$ cat src/rtl/duty_ramp_ctrl.sv
// duty_ramp_ctrl: moves duty_out toward a captured target in timed steps, or bypasses it directly
module duty_ramp_ctrl #(
  parameter int PERIOD_W = 16
) (
  input  logic                clk,
  input  logic                rst,
  input  logic [7:0]          target_duty,
  input  logic                target_valid,
  input  logic [7:0]          step_size,
  input  logic [PERIOD_W-1:0] step_period,
  input  logic                ramp_en,
  output logic [7:0]          duty_out,
  output logic                busy,
  output logic                done
);
  typedef enum logic {IDLE, RAMP} state_t;
  state_t state, state_n;
  logic [7:0] tgt, tgt_n, duty_n, t, s, d;
  logic [8:0] up, dn;
  logic [PERIOD_W-1:0] cnt, cnt_n;
  logic done_n, bypass;
  always_comb begin
    t = target_valid ? target_duty : tgt;
    s = (step_size == 8'd0) ? 8'd1 : step_size;
    d = (t > duty_out) ? t - duty_out : duty_out - t;
    up = {1'b0, duty_out} + {1'b0, s};
    dn = {1'b0, duty_out} - {1'b0, s};
    bypass = !ramp_en || (target_valid && step_period == '0);
    state_n = state;
    tgt_n = t;
    duty_n = duty_out;
    cnt_n = cnt;
    done_n = 1'b0;
    if (state == IDLE) begin
      if (target_valid) begin
        if (bypass || target_duty == duty_out) begin
          duty_n = target_duty;
          done_n = 1'b1;
        end else begin
          state_n = RAMP;
          cnt_n = step_period;
        end
      end
    end else if (bypass || (target_valid && t == duty_out)) begin
      duty_n = t;
      done_n = 1'b1;
      state_n = IDLE;
    end else if (cnt <= PERIOD_W'(1)) begin
      // a zero period reloaded mid-ramp steps every edge instead of stalling
      cnt_n = step_period;
      if (d <= s) begin
        duty_n = t;
        done_n = 1'b1;
        state_n = IDLE;
      end else begin
        duty_n = (t > duty_out) ? (up[8] ? 8'hFF : up[7:0]) : (dn[8] ? 8'h00 : dn[7:0]);
      end
    end else begin
      cnt_n = cnt - PERIOD_W'(1);
    end
  end
  always_ff @(posedge clk or posedge rst) begin
    if (rst) begin
      state <= IDLE;
      tgt <= '0;
      duty_out <= '0;
      cnt <= '0;
      done <= 1'b0;
    end else begin
      state <= state_n;
      tgt <= tgt_n;
      duty_out <= duty_n;
      cnt <= cnt_n;
      done <= done_n;
    end
  end
  assign busy = (state == RAMP);
endmodule

$ cat config.mk
export PLATFORM = sky130hd
export DESIGN_NAME = duty_ramp_ctrl
export DESIGN_NICKNAME = d
export VERILOG_FILES = /design/src/rtl/duty_ramp_ctrl.sv
export SDC_FILE = /design/constraint.sdc
export NUM_CORES = 1
export LEC_CHECK = 0
export BUFFER_PORTS_ARGS = -buffer_cell sky130_fd_sc_hd__buf_2
export CAP_MARGIN = 15
export CELL_PAD_IN_SITES_DETAIL_PLACEMENT = 0
export CELL_PAD_IN_SITES_GLOBAL_PLACEMENT = 2
export CORE_MARGIN = 4
export CORE_UTILIZATION = 35
export CTS_CLUSTER_DIAMETER = 30
export DETAILED_ROUTE_END_ITERATION = 10
export PLACE_DENSITY_LB_ADDON = 0.15
export SLEW_MARGIN = 20
export SYNTH_ARGS = -nofsm -noshare
export SYNTH_HDL_FRONTEND = slang
export SYNTH_SLANG_ARGS = --single-unit
$ cat constraint.sdc
create_clock -name clk -period 5.71 [get_ports clk]
set_input_delay 0.8565 -clock clk [delete_from_list [all_inputs] [get_ports clk]]
set_output_delay 0.8565 -clock clk [all_outputs]
set_load 0.02 [all_outputs]
==> results.cfg, run 1 <==
[place]
port_buffers = 45
detailedPlace.worstSlack_ns = 0.1814
placed_cells = 610
hpwl_microns = 9052
routabilityCongestion = 0.8666

[setup_path]
end_kind = register
crit_path_max_fanout = 13
cpMaxStageDelayCell = fa_1
crit_chain = buf_2 -> mux2i_1 -> ha_1 -> inv_1 -> fa_1 -> a21oi_1 -> o21ai_1 -> o21ai_2 -> buf_4 -> mux2i_1 -> a311o_1 -> a222oi_1 -> xnor2_1 -> ha_1 -> nand2_1 -> o21ai_0 -> o2111ai_2 -> nor2_2 -> o221ai_1 -> a41o_1
max_stage_delay_ns = 0.37
r2r_slack_ns = 1.06
setup.worst_path.start = target_valid
r2r_end = duty_out[7]
reg2reg_from = duty_out[1]
reg2regPathDepth = 17
criticalPathCategory = in -> reg
critPathLaunchType = primary input
required_ns = 5.90
crit_end = duty_out[7]
arrival_ns = 5.42

[synthesis]
syn_area_sq_um = 3671
yosys-top-cells-area = dfrtp_1 23%, ha_1 14%, a21oi_1 7.0%
seq_area_frac_synth_pct = 23.18
synth_warnings = 0
syn_area_per_cell_sq_um = 8.231
synth_cell_types = 68
synth_nets = 527
synth_cells = 446
synth_top_area_share_pct = 23.18
yosysMostFrequentCell = a21oi_1
yosysTopAreaCell = dfrtp_1
async_flop_share_pct = 100.0
synthTopCellsByCount = 51 x a21oi_1, 44 x inv_1, 41 x ha_1
synth_edf_count = 0
ys_ff_latch = 34
synthFlopType = dfrtp_1

[hold_path]
hp-class = reg -> reg

[floorplanning]
die_w_microns = 110.4
die_h_microns = 110.4
start_util_pct = 35.72
std_cell_rows = 37
die-area_sq_um = 12190
pin_count = 46
core_area_sq_um = 10280

[power]
p_leak_nw = 1.837
ir_worst_vdd_mv = 0.1545
power.share.clock_pct = 11.6
power_frac_comb_pct = 66.9
switchingPower_w = 0.0009998
p_per_area_nw_per_um2 = 481.3
p_seq_share_pct = 21.4
p_int_w = 0.0009779
p_sw_share_pct = 50.56

[cts]
post_cts_buffers = 0
cts-root-buf = clkbuf_8
path_clk_slew_ns = 0.07
cts_sinks = 34
clk_path_buf_depth = 2
cts_tree = yes
htreeDepth = 2
cts-buffers-inserted = 5
clock_latency_ns = 0.30
cts_hold_buf = 0
cts.repair.resized = 0

[final_layout]
final_cells = 618
fin_util_pct = 39.98
layout-drive-gt1-share_pct = 16.18
area_growth_pct = 11.93
nets = 562
diodes = 0

[timing]
setup_ws_ns = 0.4788
slew_violations = 0
relSlewSlack_pct = 44.44
tightest_slew_ns = 0.8314
hold-worst-slack_ns = 0.5281
rsz0062_at_grt = false
fmax_mhz = 191.2
period_minus_slack_ns = 5.231
hold_viol = 0
setup_viol = 0
fin_skew_ns = 0.01349
finalCritPeriodShare_pct = 91.61
setup_tns_ns = 0

[drt]
ant_nets = 0
drcViolationCount = 0
first_pass_iters = 5
avgViaCountPerCell = 5.456
drt_iter0_markers = 156
vias = 3372
wl_per_cell_microns = 18.49
drt-total-wl_microns = 11430

[grt]
grt_pass1_vias = 3588
grt_max_degree = 35
globalRouteTotalUtil_pct = 18.76
grt_first_pass_wirelength_microns = 18530
grt_overflow = 0
antenna_found_initial = 0

[flow_run]
cap_violations = 0

[outcome]
status = finished, final reports clean
[kinds of logic (layout without fill, tap and decap cells)]
| family | count (synthesis) | after routing | synth area share [%] |
|---|---|---|---|
| compound gates | 137 | 137 | 24.27 |
| simple gates | 122 | 122 | 18.30 |
| buf+inv | 67 | 103 | 7.362 |
| fa+ha+maj | 45 | 45 | 16.16 |
| flops | 34 | 34 | 23.18 |
| xor+xnor | 23 | 23 | 5.487 |
| mux | 18 | 18 | 5.249 |
[flip-flops by register name (all words and copies together) (netlist names)]
name	cells
tgt	8
done	1
busy	1
duty_out	8
cnt	16
[final cells by class]
type | count | area [sq um]
fillers | 1108 | 6168
multi-input cells | 345 | 2550
flip-flops and latches | 34 | 850.8
repair buffers | 50 | 262.8
well taps | 136 | 170.2
inverters | 45 | 168.9
clock buffers | 7 | 76.32
clock inverters | 1 | 30.03
[per-stage QoR]
step           total power (W)  instance area, sq um
2_1_floorplan         0.001373                  3671
3_3_place_gp          0.001744                  4003
3_5_place_dp          0.001743                  4003
4_1_cts               0.001988                  4109
5_1_grt               0.002159                  4109
6_report              0.001978                  4109
[worst max-delay path: cells and delay by family]
| family | cells | cell delay, ns |
|---|---|---|
| xor+xnor | 1 | 0.13 |
| simple gates | 2 | 0.40 |
| compound gates | 9 | 2.12 |
| fa+ha+maj | 3 | 0.89 |
| mux | 2 | 0.45 |
| buf+inv | 3 | 0.57 |
[cell usage in the layout (no fill, tap or decap), types with 5 or more instances in the layout]
| master | n |
|---|---|
| nor4_1 | 5 |
| o21ai_1 | 13 |
| buf_2 | 45 |
| xor2_1 | 11 |
| ha_1 | 41 |
| a21oi_1 | 51 |
| o21ai_0 | 12 |
| nor3_1 | 19 |
| o211ai_1 | 5 |
| nand2b_1 | 5 |
| nand3_1 | 15 |
| clkbuf_8 | 5 |
| inv_1 | 44 |
| o21bai_1 | 6 |
| nor2_1 | 24 |
| dfrtp_1 | 34 |
| xnor2_1 | 12 |
| mux2i_1 | 8 |
| buf_4 | 5 |
| mux2_2 | 8 |
| nand2_1 | 24 |
[worst min path at each step]
stage                      start     end  cells past startpoint
after floorplan           cnt[6]  cnt[6]                      1
after detailed placement  tgt[7]  tgt[7]                      1
after CTS                 tgt[7]  tgt[7]                      1
final                     tgt[7]  tgt[7]                      1
after global placement    cnt[6]  cnt[6]                      1
after global routing      tgt[7]  tgt[7]                      1
[layer usage]
metal | vias to the layer above | wire [microns] | track usage, %
met2 | 56 | 6121 | 36.57
met4 | 0 | 125 | 4.269
met1 | 1627 | 4909 | 21.62
met3 | 9 | 273 | 2.137
met5 | - | 0 | 0
li1 | 1680 | - | -
[power groups by stage]
stage	Clock, W	Combinational [W]	Sequential [W]
2_1_floorplan	0	0.000955	0.000418
3_3_place_gp	0	0.00132	0.000427
3_5_place_dp	0	0.00132	0.000427
4_1_cts	0.000239	0.00133	0.000423
5_1_grt	0.000249	0.00147	0.000436
6_report	0.000230	0.00132	0.000424
(Power assumes the default switching activity.)
==> inputs of run 2 (changes only) <==
Settings changed: CORE_UTILIZATION 35 to 32, PLACE_DENSITY set to 0.8, PLACE_DENSITY_LB_ADDON 0.15 to not set.
Clock period 5.71 ns to 4.7 ns, I/O delays scaled along.
==> run 2 against run 1 <==
Non-clock buffer count rose by 41. Combinational power rose by 48%. Sequential cell count unchanged. Via count up 5.4%. Worst hold slack worse by 0.032 ns. Routed wire length increased by 0.60%. Critical endpoint is now duty_out[6]. First-iteration DRC count increased by 64%. Highest routed layer unchanged. Total power up 41%. Critical path depth fell by 2. Critical path type unchanged. Die area up 8.7%. Sequential share of layout area shrank 2.3 points.
==> results.cfg, run 2 (synthesis gave the netlist of run 1 again) <==
[outcome]
status = finished, final reports clean

[floorplanning]
die_w_microns = 115.1
die_h_microns = 115.1
start_util_pct = 33.28
die-area_sq_um = 13250
pin_count = 46
std_cell_rows = 38
core_area_sq_um = 11030

[final_layout]
final_common_cell = a21oi_1
regMostFlops = cnt
diodes = 0
largest_register_ff_count = 16
area_growth_pct = 26.18
nets = 603
layout-drive-gt1-share_pct = 26.20
design_area_sq_um = 4632
reg_top3 = cnt x16, duty_out x8, tgt x8
final_cells = 663
final_cell_mix = 49 x a21oi_1, 45 x buf_2, 42 x inv_1, 42 x buf_4
fillers = 1128

[timing]
period_minus_slack_ns = 4.498
setup_viol = 0
relSlewSlack_pct = 45.65
rsz0062_at_grt = true
finalCritPeriodShare_pct = 95.69
hold_viol = 0
tightest_slew_ns = 0.8133
fmax_mhz = 222.3
setup_ws_ns = 0.2024
fin_skew_ns = 0.004250
slew_violations = 0

[drt]
drt_iter0_markers = 256
drcViolationCount = 0
avgViaCountPerCell = 5.359
vias = 3553
drt-total-wl_microns = 11500
first_pass_iters = 5
ant_nets = 0
wl_per_cell_microns = 17.34

[setup_path]
criticalPathCategory = in -> reg
required_ns = 4.90
crit_path_max_fanout = 5
path_delay_family = compound AO/OA/AOI/OAI gates
max_stage_delay_ns = 0.36
critPathLaunchType = primary input
end_kind = register
crit_chain = buf_12 -> mux2_2 -> buf_4 -> ha_1 -> nand4_1 -> o22a_1 -> o21ai_2 -> mux2_4 -> a311o_1 -> a222oi_1 -> xnor2_1 -> ha_1 -> nand4_1 -> a21oi_2 -> o2111ai_4 -> buf_6 -> a221o_1 -> a31oi_1
cpMaxStageDelayCell = mux2_2
arrival_ns = 4.70
cp_num_buf_inv = 3

[grt]
grt_first_pass_wirelength_microns = 18120
grt_pass1_vias = 3418
globalRouteTotalUtil_pct = 17.25
antenna_found_initial = 0
grt_overflow = 0
grt_max_degree = 35

[place]
placed_area_sq_um = 4312
placed_cells = 652
hpwl_microns = 9094
routabilityCongestion = 0.9029
detailedPlace.worstSlack_ns = -0.3071
port_buffers = 45

[power]
p_seq_share_pct = 17.0
p_sw_share_pct = 47.29
ir_worst_vdd_mv = 0.1943
power_frac_comb_pct = 70.6
p_int_w = 0.001467
switchingPower_w = 0.001316
power.share.clock_pct = 12.4
p_per_area_nw_per_um2 = 600.7
p_leak_nw = 2.070

[cts]
cts_tree = yes
path_clk_slew_ns = 0.06
htreeDepth = 2
clock_latency_ns = 0.28
cts_sinks = 34
cts-root-buf = clkbuf_16
clk_path_buf_depth = 2
cts-buffers-inserted = 5

[flow_run]
cap_violations = 0

[hold_path]
hp-class = reg -> reg
## run 2: cell count changes in the layout (fill, tap and decap cells not counted), sizes merged
cell and delta:
bufinv -1, clkinvlp +1, clkbuf -1, buf +41, clkinv +1
## run 2: area by class of cell
type / instances / area (sq um) / share of cell area, %
clock buffers: 6 / 138.9 / 2.998
clock inverters: 2 / 12.51 / 0.2701
inverters: 45 / 168.9 / 3.647
multi-input cells: 345 / 2688 / 58.02
flip-flops and latches: 34 / 850.8 / 18.37
well taps: 140 / 175.2 / 3.782
repair buffers: 91 / 598.1 / 12.91
## run 2: through the flow
stage / TNS, ns / util, % / power (W) / hold slack [ns]
CTS: 0 / 40.54 / 0.002659 / 0.4949
detailed placement: -2.173 / 39.09 / 0.002289 / 0.4765
global route: -0.08467 / 41.99 / 0.003020 / 0.5109
finish: 0 / 41.99 / 0.002782 / 0.4961
global placement: -1.018 / 39.09 / 0.002284 / 0.4667
floorplan: 0 / - / 0.001690 / 0.4497
## run 2: routing by layer
| layer | track usage (%) | part of all wire (%) | vias to the layer above |
|---|---|---|---|
| met4 | 1.643 | 0.73 | 0 |
| met3 | 2.105 | 4.0 | 6 |
| met1 | 26.80 | 50 | 1698 |
| li1 | - | - | 1765 |
| met2 | 26.43 | 45 | 84 |
| met5 | 0 | 0 | - |
## run 2: worst paths after layout
| path | from | to | slack (ns) | depth (start not counted) |
|---|---|---|---|---|
| max in group asynchronous | rst | tgt[6] | 3.82 | 3 |
| setup / recovery | target_valid | duty_out[6] | 0.20 | 18 |
| setup reg to reg | tgt[0] | duty_out[6] | 0.43 | 18 |
| hold reg to reg | cnt[6] | cnt[6] | 0.50 | 1 |
| hold / removal | cnt[6] | cnt[6] | 0.50 | 1 |
| min in group asynchronous | rst | cnt[5] | 0.54 | 3 |
## run 2: worst register-to-register path, stage by stage (launching register included)
cell	delay (ns)
dfrtp_1	0.39
mux2i_4	0.17
ha_2	0.20
inv_2	0.04
fa_2	0.38
a21oi_4	0.20
o21ai_2	0.09
o21ai_2	0.18
mux2_4	0.33
a311o_1	0.28
a222oi_1	0.31
xnor2_1	0.14
ha_1	0.31
nand4_1	0.15
a21oi_2	0.23
o2111ai_4	0.17
buf_6	0.20
a221o_1	0.28
a31oi_1	0.17
## run 2: what timing repair did
action                                  4_1_cts  5_1_grt
pin swaps                                     0       15
buffers inserted                              0        2
hold buffers                                  0        0
cloned                                        0        1
gates resized for setup                       2       26
endpoints found under the hold margin         0        0
endpoints found under the setup margin        3       10
## run 2: power by group through the flow
stage / logic, W / registers (W) / clock network [W]
3_3_place_gp: 0.00181 / 0.000476 / 0
2_1_floorplan: 0.00118 / 0.000508 / 0
6_report: 0.00196 / 0.000474 / 0.000344
5_1_grt: 0.00217 / 0.000487 / 0.000364
3_5_place_dp: 0.00181 / 0.000476 / 0
4_1_cts: 0.00184 / 0.000471 / 0.000350
